[src/rtl/demux1_4_buf.sv]
// rtl/demux1_4_buf.sv - 1-to-4 routing demux with a one-entry valid/ready holding register per port
module demux1_4_buf #(
    parameter int WIDTH = 64,
    parameter int CNT_W = 8
) (
    input  logic             clk,
    input  logic             reset_n,
    input  logic [WIDTH-1:0] in_data,
    input  logic             in_sel0,
    input  logic             in_sel1,
    input  logic             in_valid,
    output logic             in_ready,
    output logic [WIDTH-1:0] o00,
    output logic [WIDTH-1:0] o01,
    output logic [WIDTH-1:0] o10,
    output logic [WIDTH-1:0] o11,
    output logic             v00,
    output logic             v01,
    output logic             v10,
    output logic             v11,
    input  logic             r00,
    input  logic             r01,
    input  logic             r10,
    input  logic             r11,
    output logic [CNT_W-1:0] c00,
    output logic [CNT_W-1:0] c01,
    output logic [CNT_W-1:0] c10,
    output logic [CNT_W-1:0] c11
);

    typedef enum logic {
        EMPTY = 1'b0,
        FULL  = 1'b1
    } port_state_e;

    port_state_e      state_q [4];
    port_state_e      state_d [4];
    logic [WIDTH-1:0] data_q  [4];
    logic [WIDTH-1:0] data_d  [4];
    logic [CNT_W-1:0] cnt_q   [4];
    logic [CNT_W-1:0] cnt_d   [4];

    logic [1:0] sel;
    logic [3:0] port_rdy;
    logic [3:0] port_v;
    logic [3:0] port_acc;
    logic [3:0] port_drain;
    logic       accept;

    assign sel      = {in_sel1, in_sel0};
    assign port_rdy = {r11, r10, r01, r00};

    // Readiness looks only at the selected port so a stalled neighbour never blocks input.
    assign in_ready = reset_n & (~port_v[sel] | port_rdy[sel]);
    assign accept   = in_valid & in_ready;

    always_ff @(posedge clk or negedge reset_n) begin
        if (!reset_n) begin
            for (int i = 0; i < 4; i++) begin
                state_q[i] <= EMPTY;
                data_q[i]  <= '0;
                cnt_q[i]   <= '0;
            end
        end else begin
            for (int i = 0; i < 4; i++) begin
                state_q[i] <= state_d[i];
                data_q[i]  <= data_d[i];
                cnt_q[i]   <= cnt_d[i];
            end
        end
    end

    always_comb begin
        port_v     = '0;
        port_acc   = '0;
        port_drain = '0;
        for (int i = 0; i < 4; i++) begin
            state_d[i] = state_q[i];
            data_d[i]  = data_q[i];
            cnt_d[i]   = cnt_q[i];

            port_v[i]     = (state_q[i] == FULL);
            port_acc[i]   = accept && (sel == 2'(i));
            port_drain[i] = port_v[i] && port_rdy[i];

            // A refill on the draining edge wins, keeping the port FULL at one word per cycle.
            if (port_drain[i]) begin
                cnt_d[i]   = cnt_q[i] + {{(CNT_W-1){1'b0}}, 1'b1};
                state_d[i] = EMPTY;
            end
            if (port_acc[i]) begin
                data_d[i]  = in_data;
                state_d[i] = FULL;
            end
        end
    end

    assign o00 = data_q[0];
    assign o01 = data_q[1];
    assign o10 = data_q[2];
    assign o11 = data_q[3];

    assign v00 = port_v[0];
    assign v01 = port_v[1];
    assign v10 = port_v[2];
    assign v11 = port_v[3];

    assign c00 = cnt_q[0];
    assign c01 = cnt_q[1];
    assign c10 = cnt_q[2];
    assign c11 = cnt_q[3];

endmodule

[config.mk]
export PLATFORM = sky130hd
export DESIGN_NAME = demux1_4_buf
export DESIGN_NICKNAME = d
export VERILOG_FILES = /design/src/rtl/demux1_4_buf.sv
export SDC_FILE = /design/constraint.sdc
export NUM_CORES = 1
export LEC_CHECK = 0
export ABC_AREA = 1
export CAP_MARGIN = 20
export CORE_UTILIZATION = 46
export DETAILED_ROUTE_END_ITERATION = 8
export GPL_TIMING_DRIVEN = 0
export PLACE_DENSITY_LB_ADDON = 0.05
export SLEW_MARGIN = 20
export SYNTH_ARGS = -nofsm -noshare
export SYNTH_HDL_FRONTEND = slang
export SYNTH_SLANG_ARGS = --single-unit
export TNS_END_PERCENT = 1
[constraint.sdc]
create_clock -name clk -period 1.7 [get_ports clk]
set_clock_uncertainty 0.1 [all_clocks]
set_input_delay 0.255 -clock clk [delete_from_list [all_inputs] [get_ports clk]]
set_output_delay 0.255 -clock clk [all_outputs]
set_load 0.02 [all_outputs]
# Word-level counts from Yosys, hierarchy flattened
# Cells that the tools add are included.
[totals]
elab_cells = 49
inputBits = 73
ff_bits = 292
output_inout_bits = 293
[classes]
n_eq_ne = 3
reduce_logical = 13
n_lt_le_gt_ge = 1
mux = 12
bitwise = 4
addsub = 4
[op_table]
columns = ["cell", "count"]
rows = [
  ["$add A8 B1 Y8 const B", 4],
  ["$mux W1", 10],
  ["$logic_and A1 B1 Y1", 8],
  ["$reduce_bool A2 Y1", 4],
  ["$bmux W1 S2", 2],
  ["$eq A2 B2 Y1 const B", 2],
  ["$lt A2 B3 Y1 const B", 1],
  ["$and A1 B1 Y1", 2],
  ["$eq A2 B1 Y1 const B", 1],
  ["$logic_not A2 Y1", 1],
  ["$not A1 Y1", 1],
  ["$or A1 B1 Y1", 1],
]

# Logic depth before layout (Yosys ltp)
[depth]
depth_word = 8
ltp_mapped = 12
mapped_depth_nobuf = 10

# Worst setup path after synthesis
# OpenSTA, ideal clock, no wires.
[synth_path]
kind = "reg-to-reg"
startpoint = "register state_q, in the netlist v11"
endpoint = "register data_q, in the netlist o00[18]"
n_path_buf = 1
slack_ns = 0.053
period_less_slack_ns = 1.647
stages_incl_launch_ff = 11
setup_time_ns = 0.066
t_required_ns = 1.534
t_arrival_ns = 1.482
cell_sequence = "dfrtp_1 -> nand2_1 -> nand2_1 -> nand2_1 -> nand2_1 -> nand2_4 -> nand3_4 -> nor2_8 -> buf_6 -> nand2_1 -> nand2_1"
[synth_between]
elab_chain_len = 7
[synth_lines]
columns = ["element", "line", "text"]
rows = [
  ["start: declaration", "36", "port_state_e state_q [4];"],
  ["start signal: indexed assignment", "66", "state_q[i] <= state_d[i];"],
  ["$bmux W1 S2", "54", "assign in_ready = reset_n & (~port_v[sel] | port_rdy[sel]);"],
  ["$mux W1 (not written as such)", "54", ""],
  ["$not A1 Y1", "54", ""],
  ["$or A1 B1 Y1", "54", ""],
  ["$and A1 B1 Y1", "54", ""],
  ["$and A1 B1 Y1", "55", "assign accept = in_valid & in_ready;"],
  ["$logic_and A1 B1 Y1", "83", "port_acc[i] = accept && (sel == 2'(i));"],
  ["end signal: indexed assignment", "67", "data_q[i] <= data_d[i];"],
  ["end: declaration", "38", "logic [WIDTH-1:0] data_q [4];"],
]
# No other way between the ends. The select of a mux whose other input is x is not followed.
# A chain may end at the register's enable or synchronous reset.

# Worst setup path after layout
[layout_path]
startpoint = "register state_q, in the netlist v10"
endpoint = "output in_ready"
[layout_between]
elab_chain_len = 5
[layout_lines]
columns = ["element", "line", "text"]
rows = [
  ["$bmux W1 S2", "54", ""],
  ["$mux W1 (not written as such)", "54", ""],
  ["$not A1 Y1", "54", ""],
  ["$or A1 B1 Y1", "54", ""],
  ["$and A1 B1 Y1", "54", ""],
  ["end: declaration", "12", "output logic in_ready,"],
]
# No other way between the ends. The select of a mux whose other input is x is not followed.

==> reports/results.txt <==
The average detailed-routed wire length per instance is 17.1 um. The cell sitting at the root of the clock tree is a sky130_fd_sc_hd__clkbuf_16. Power spread over the standard cell area amounts to 1370 nW/um^2. The tool flagged a number of max-cap violations equal to 0.

After detailed routing, the total wire length is 34400 um. The logs give 235 for the number of setup violations in the final report and 1253 for the number of cells produced by synthesis. For the final worst hold slack, the log shows -0.387 ns. For this run, the number of Yosys warnings is 0. The number of placed I/O pins was 366; the fraction of the mapped netlist area in simple logic gates was 0.288.

Measured along the x axis, the die boundary spans 160 um. The maximum ir drop on the vdd rail came out at 0.918 mV. For this run, design rule violations remaining after detail routing come to 0. Share of the synthesized area in the top cell type: 0.638. The overall fraction of global-route tracks in use came out at 0.269.

Buffer depth of the longest clock path: 3. The via count was 9642. The checks that failed: negative hold slack, negative setup slack. The number of antenna violations at the first check in global routing is 0, and the critical-path maximum fanout is 2. Slew at the pin closest to its max-slew limit: 0.751 ns.

The utilization after layout came out at 0.675. The synthesized design spends more area on one cell type than any other, namely sky130_fd_sc_hd__dfrtp_1. The worst setup slack for register-to-register paths was -0.10 ns.

0 antenna diodes ended up in the layout. Leaving out fill and tap cells, the most frequent cells in the layout are sky130_fd_sc_hd__nand2_1 (800), sky130_fd_sc_hd__dfrtp_1 (291), sky130_fd_sc_hd__dlygate4sd2_1 (272), sky130_fd_sc_hd__clkdlybuf4s50_1 (69), sky130_fd_sc_hd__clkbuf_16 (32). The layout has 2084 filler cells. For the proportion of synthesized chip area in sequential cells, the log shows 0.638.

The critical path in this run is classified as flip-flop to output port. The run gives 24400 sq um as the core area. The layout overhead on the synthesized area came out at 43.7%. The largest net degree at the start of global routing was 99; the via count normalized by instance count was 4.79. The area fraction in compound gates after synthesis was 0.00284; the static leakage was 9.33 nW. The worst register-to-register path begins at v10$_DFFE_PN0P_. The run gives -13.83 ns as the post-route setup TNS. When the netlist entered floorplanning its net count stood at 1330.

The mux share of post-synthesis cell area is 0.00295. The tools report the number of hold-slack violations in the final timing report as 217. Share of layout cells above drive strength 1: 0.0835. In this run, CTS created clock tree buffers numbering 30. The run gives 1.34 ns as the data required time at the worst endpoint. TritonCTS built the clock tree. Setup repair after global routing could not meet its margin everywhere.

After synthesis, the cell types taking the most area are sky130_fd_sc_hd__dfrtp_1 (64%), sky130_fd_sc_hd__nand2_1 (26%), sky130_fd_sc_hd__buf_6 (2.4%). The initial standard-cell utilization of the core is 0.470, and the total count of max-transition violations in the final report is 0. Each instance of the synthesized netlist takes up on average 9.14 sq um. The number of sinks on the clock net is 292. The worst reg2reg path depth came out at 10. The logs give 0.55 ns for the insertion delay to the later sink of the worst-skew pair and 24 for the number of distinct library cells after synthesis.

STA classifies the critical path startpoint as a flip-flop. The via count of the first global-routing pass is 9489. The logs give 0.498 for the worst slew margin relative to its limit and -0.147 ns for the post-route worst setup slack.

The total number of H-tree levels is 1, and the clock-pin transition on the worst setup and hold timing paths is 0.06 ns. Before antenna repair, the detailed router went through 5 iterations. The number of violations reported at the end of detailed-routing iteration 0 came out at 607. In this run the worst setup path begins at v10$_DFFE_PN0P_. The synthesized design contains 292 register bits. After floorplanning, the core was divided into 57 placement rows.

The floorplan step defined a die boundary enclosing 25500 sq um. The final layout net count was 1746. The end of the worst register-to-register path was o01[41]$_DFFE_PN0P_. Summed over all nets, the half-perimeter wirelength after detailed placement is 23700 um. The area share of xor/xnor cells in the synthesized design is 0.0199. After global routing the overflow that remains totals 0.

The remaining antenna violation count came out at 0. Timing-limited maximum frequency: 541 MHz. The flow ran to the end, but the final reports show violations. At the end of routability-driven placement, the weighted congestion stood at 0.825. The path class of the tightest hold or removal check is input port to asynchronous set/reset pin. The post-place setup slack came out at -0.747 ns.

The most common library cell in the layout ignoring fill and taps is sky130_fd_sc_hd__nand2_1. Measured along the y axis, the die boundary spans 160 um. Port buffering added 364 buffers. Data arrives at the worst endpoint at 1.49 ns. The final cycle utilization of the critical path came out at 1.09. The mapped netlist covers 11500 sq um.

For the finished layout, the period the worst path requires is 1.85 ns. After layout, the design draws a total of 22.5 mW. STA classifies the critical path endpoint as an output port. The fraction of the mapped netlist area in adder cells is 0.00437. The first global-routing pass estimated 53700 um of wire.

Combinational family with the most area after synthesis: simple AND/OR/NAND/NOR gates.
[final cells by class]
class | instances | area [sq um] | area share
sequential | 292 | 7310 | 0.444
clock inverter | 6 | 58.8 | 0.00357
buffer | 53 | 458 | 0.0278
inverter | 24 | 90.1 | 0.00547
multi-input combinational | 885 | 3690 | 0.224
tap | 324 | 405 | 0.0246
timing repair buffer | 383 | 3530 | 0.215
clock buffer | 45 | 918 | 0.0558
[registers in the layout, indices dropped and copies added (netlist names)]
register,flops
c10,8
c11,8
v11,1
o10,64
c00,8
o00,64
v10,1
v01,1
c01,8
o01,64
o11,64
v00,1
[cells by family after synthesis]
family	count (synthesis)
AOI/OAI and AO/OA	6
adders and majority gates	4
xor gates and xnor gates	26
buffers and inverters	77
and+or+nand+nor	845
muxes	3
DFF	292
[worst max-delay path, cell delays in order (launching register included)]
cell and delay (ns):
sky130_fd_sc_hd__dfrtp_2 0.41, sky130_fd_sc_hd__nand2_2 0.05, sky130_fd_sc_hd__nand2_1 0.05, sky130_fd_sc_hd__nand2_1 0.06
sky130_fd_sc_hd__nand2_2 0.07, sky130_fd_sc_hd__a21boi_1 0.13, sky130_fd_sc_hd__buf_4 0.16
[synthesized netlist by cell type, drive strengths merged]
master and count:
nand4 7, a21oi 1, buf 49, xor2 15, nor3 3, nand3b 1, nand3 12, dfrtp 292
clkbuf 4, o21ai 4, nor2 17, xnor2 11, ha 4, mux2 3, inv 24, a21boi 1
nand2 805
[through the flow]
stage / cell area [sq um] / cells / hold slack (ns)
floorplan: 11500 / 1253 / -0.141
global placement: 15500 / 1941 / 0.360
detailed placement: 15600 / 1944 / 0.0292
CTS: 16300 / 2000 / -0.407
global route: 16500 / 2012 / -0.395
finish: 16500 / 2012 / -0.387
[worst max-delay path by stage]
stage                               end  slack (ns)  cells past startpoint
CTS                            in_ready       -0.21                      6
finish                         in_ready       -0.15                      6
global route                   in_ready       -0.23                      6
detailed placement      v10$_DFFE_PN0P_       -0.75                     10
floorplan           o00[18]$_DFFE_PN0P_        0.05                     10
global placement    o01[20]$_DFFE_PN0P_      -12.86                      1
[per-layer routing]
metal  routed length (um)  global-route usage  part of all wire
met4                 1160              0.0944             0.034
met1                14100               0.344              0.41
met3                 2840              0.0675             0.082
met2                16300               0.447              0.47
met5                    0                   0                 0
[report_power, final]
part           switching [mW]  leakage, nW  internal, mW
Combinational            4.16         5.15          2.47
Sequential              0.892         3.69          8.50
Clock                    2.68        0.487          3.84
Total                    7.73         9.33          14.8
[timing repair]
| item | CTS | global route |
|---|---|---|
| resized for setup | 312 | 41 |
| hold endpoints to repair | 292 | 114 |
| pin swaps | 4 | 6 |
| gates cloned | 0 | 2 |
| buffers inserted | 3 | 7 |
| endpoints found under the setup margin | 537 | 283 |
| hold buffers | 2 | 3 |
Power figures use the tool's default switching activity.
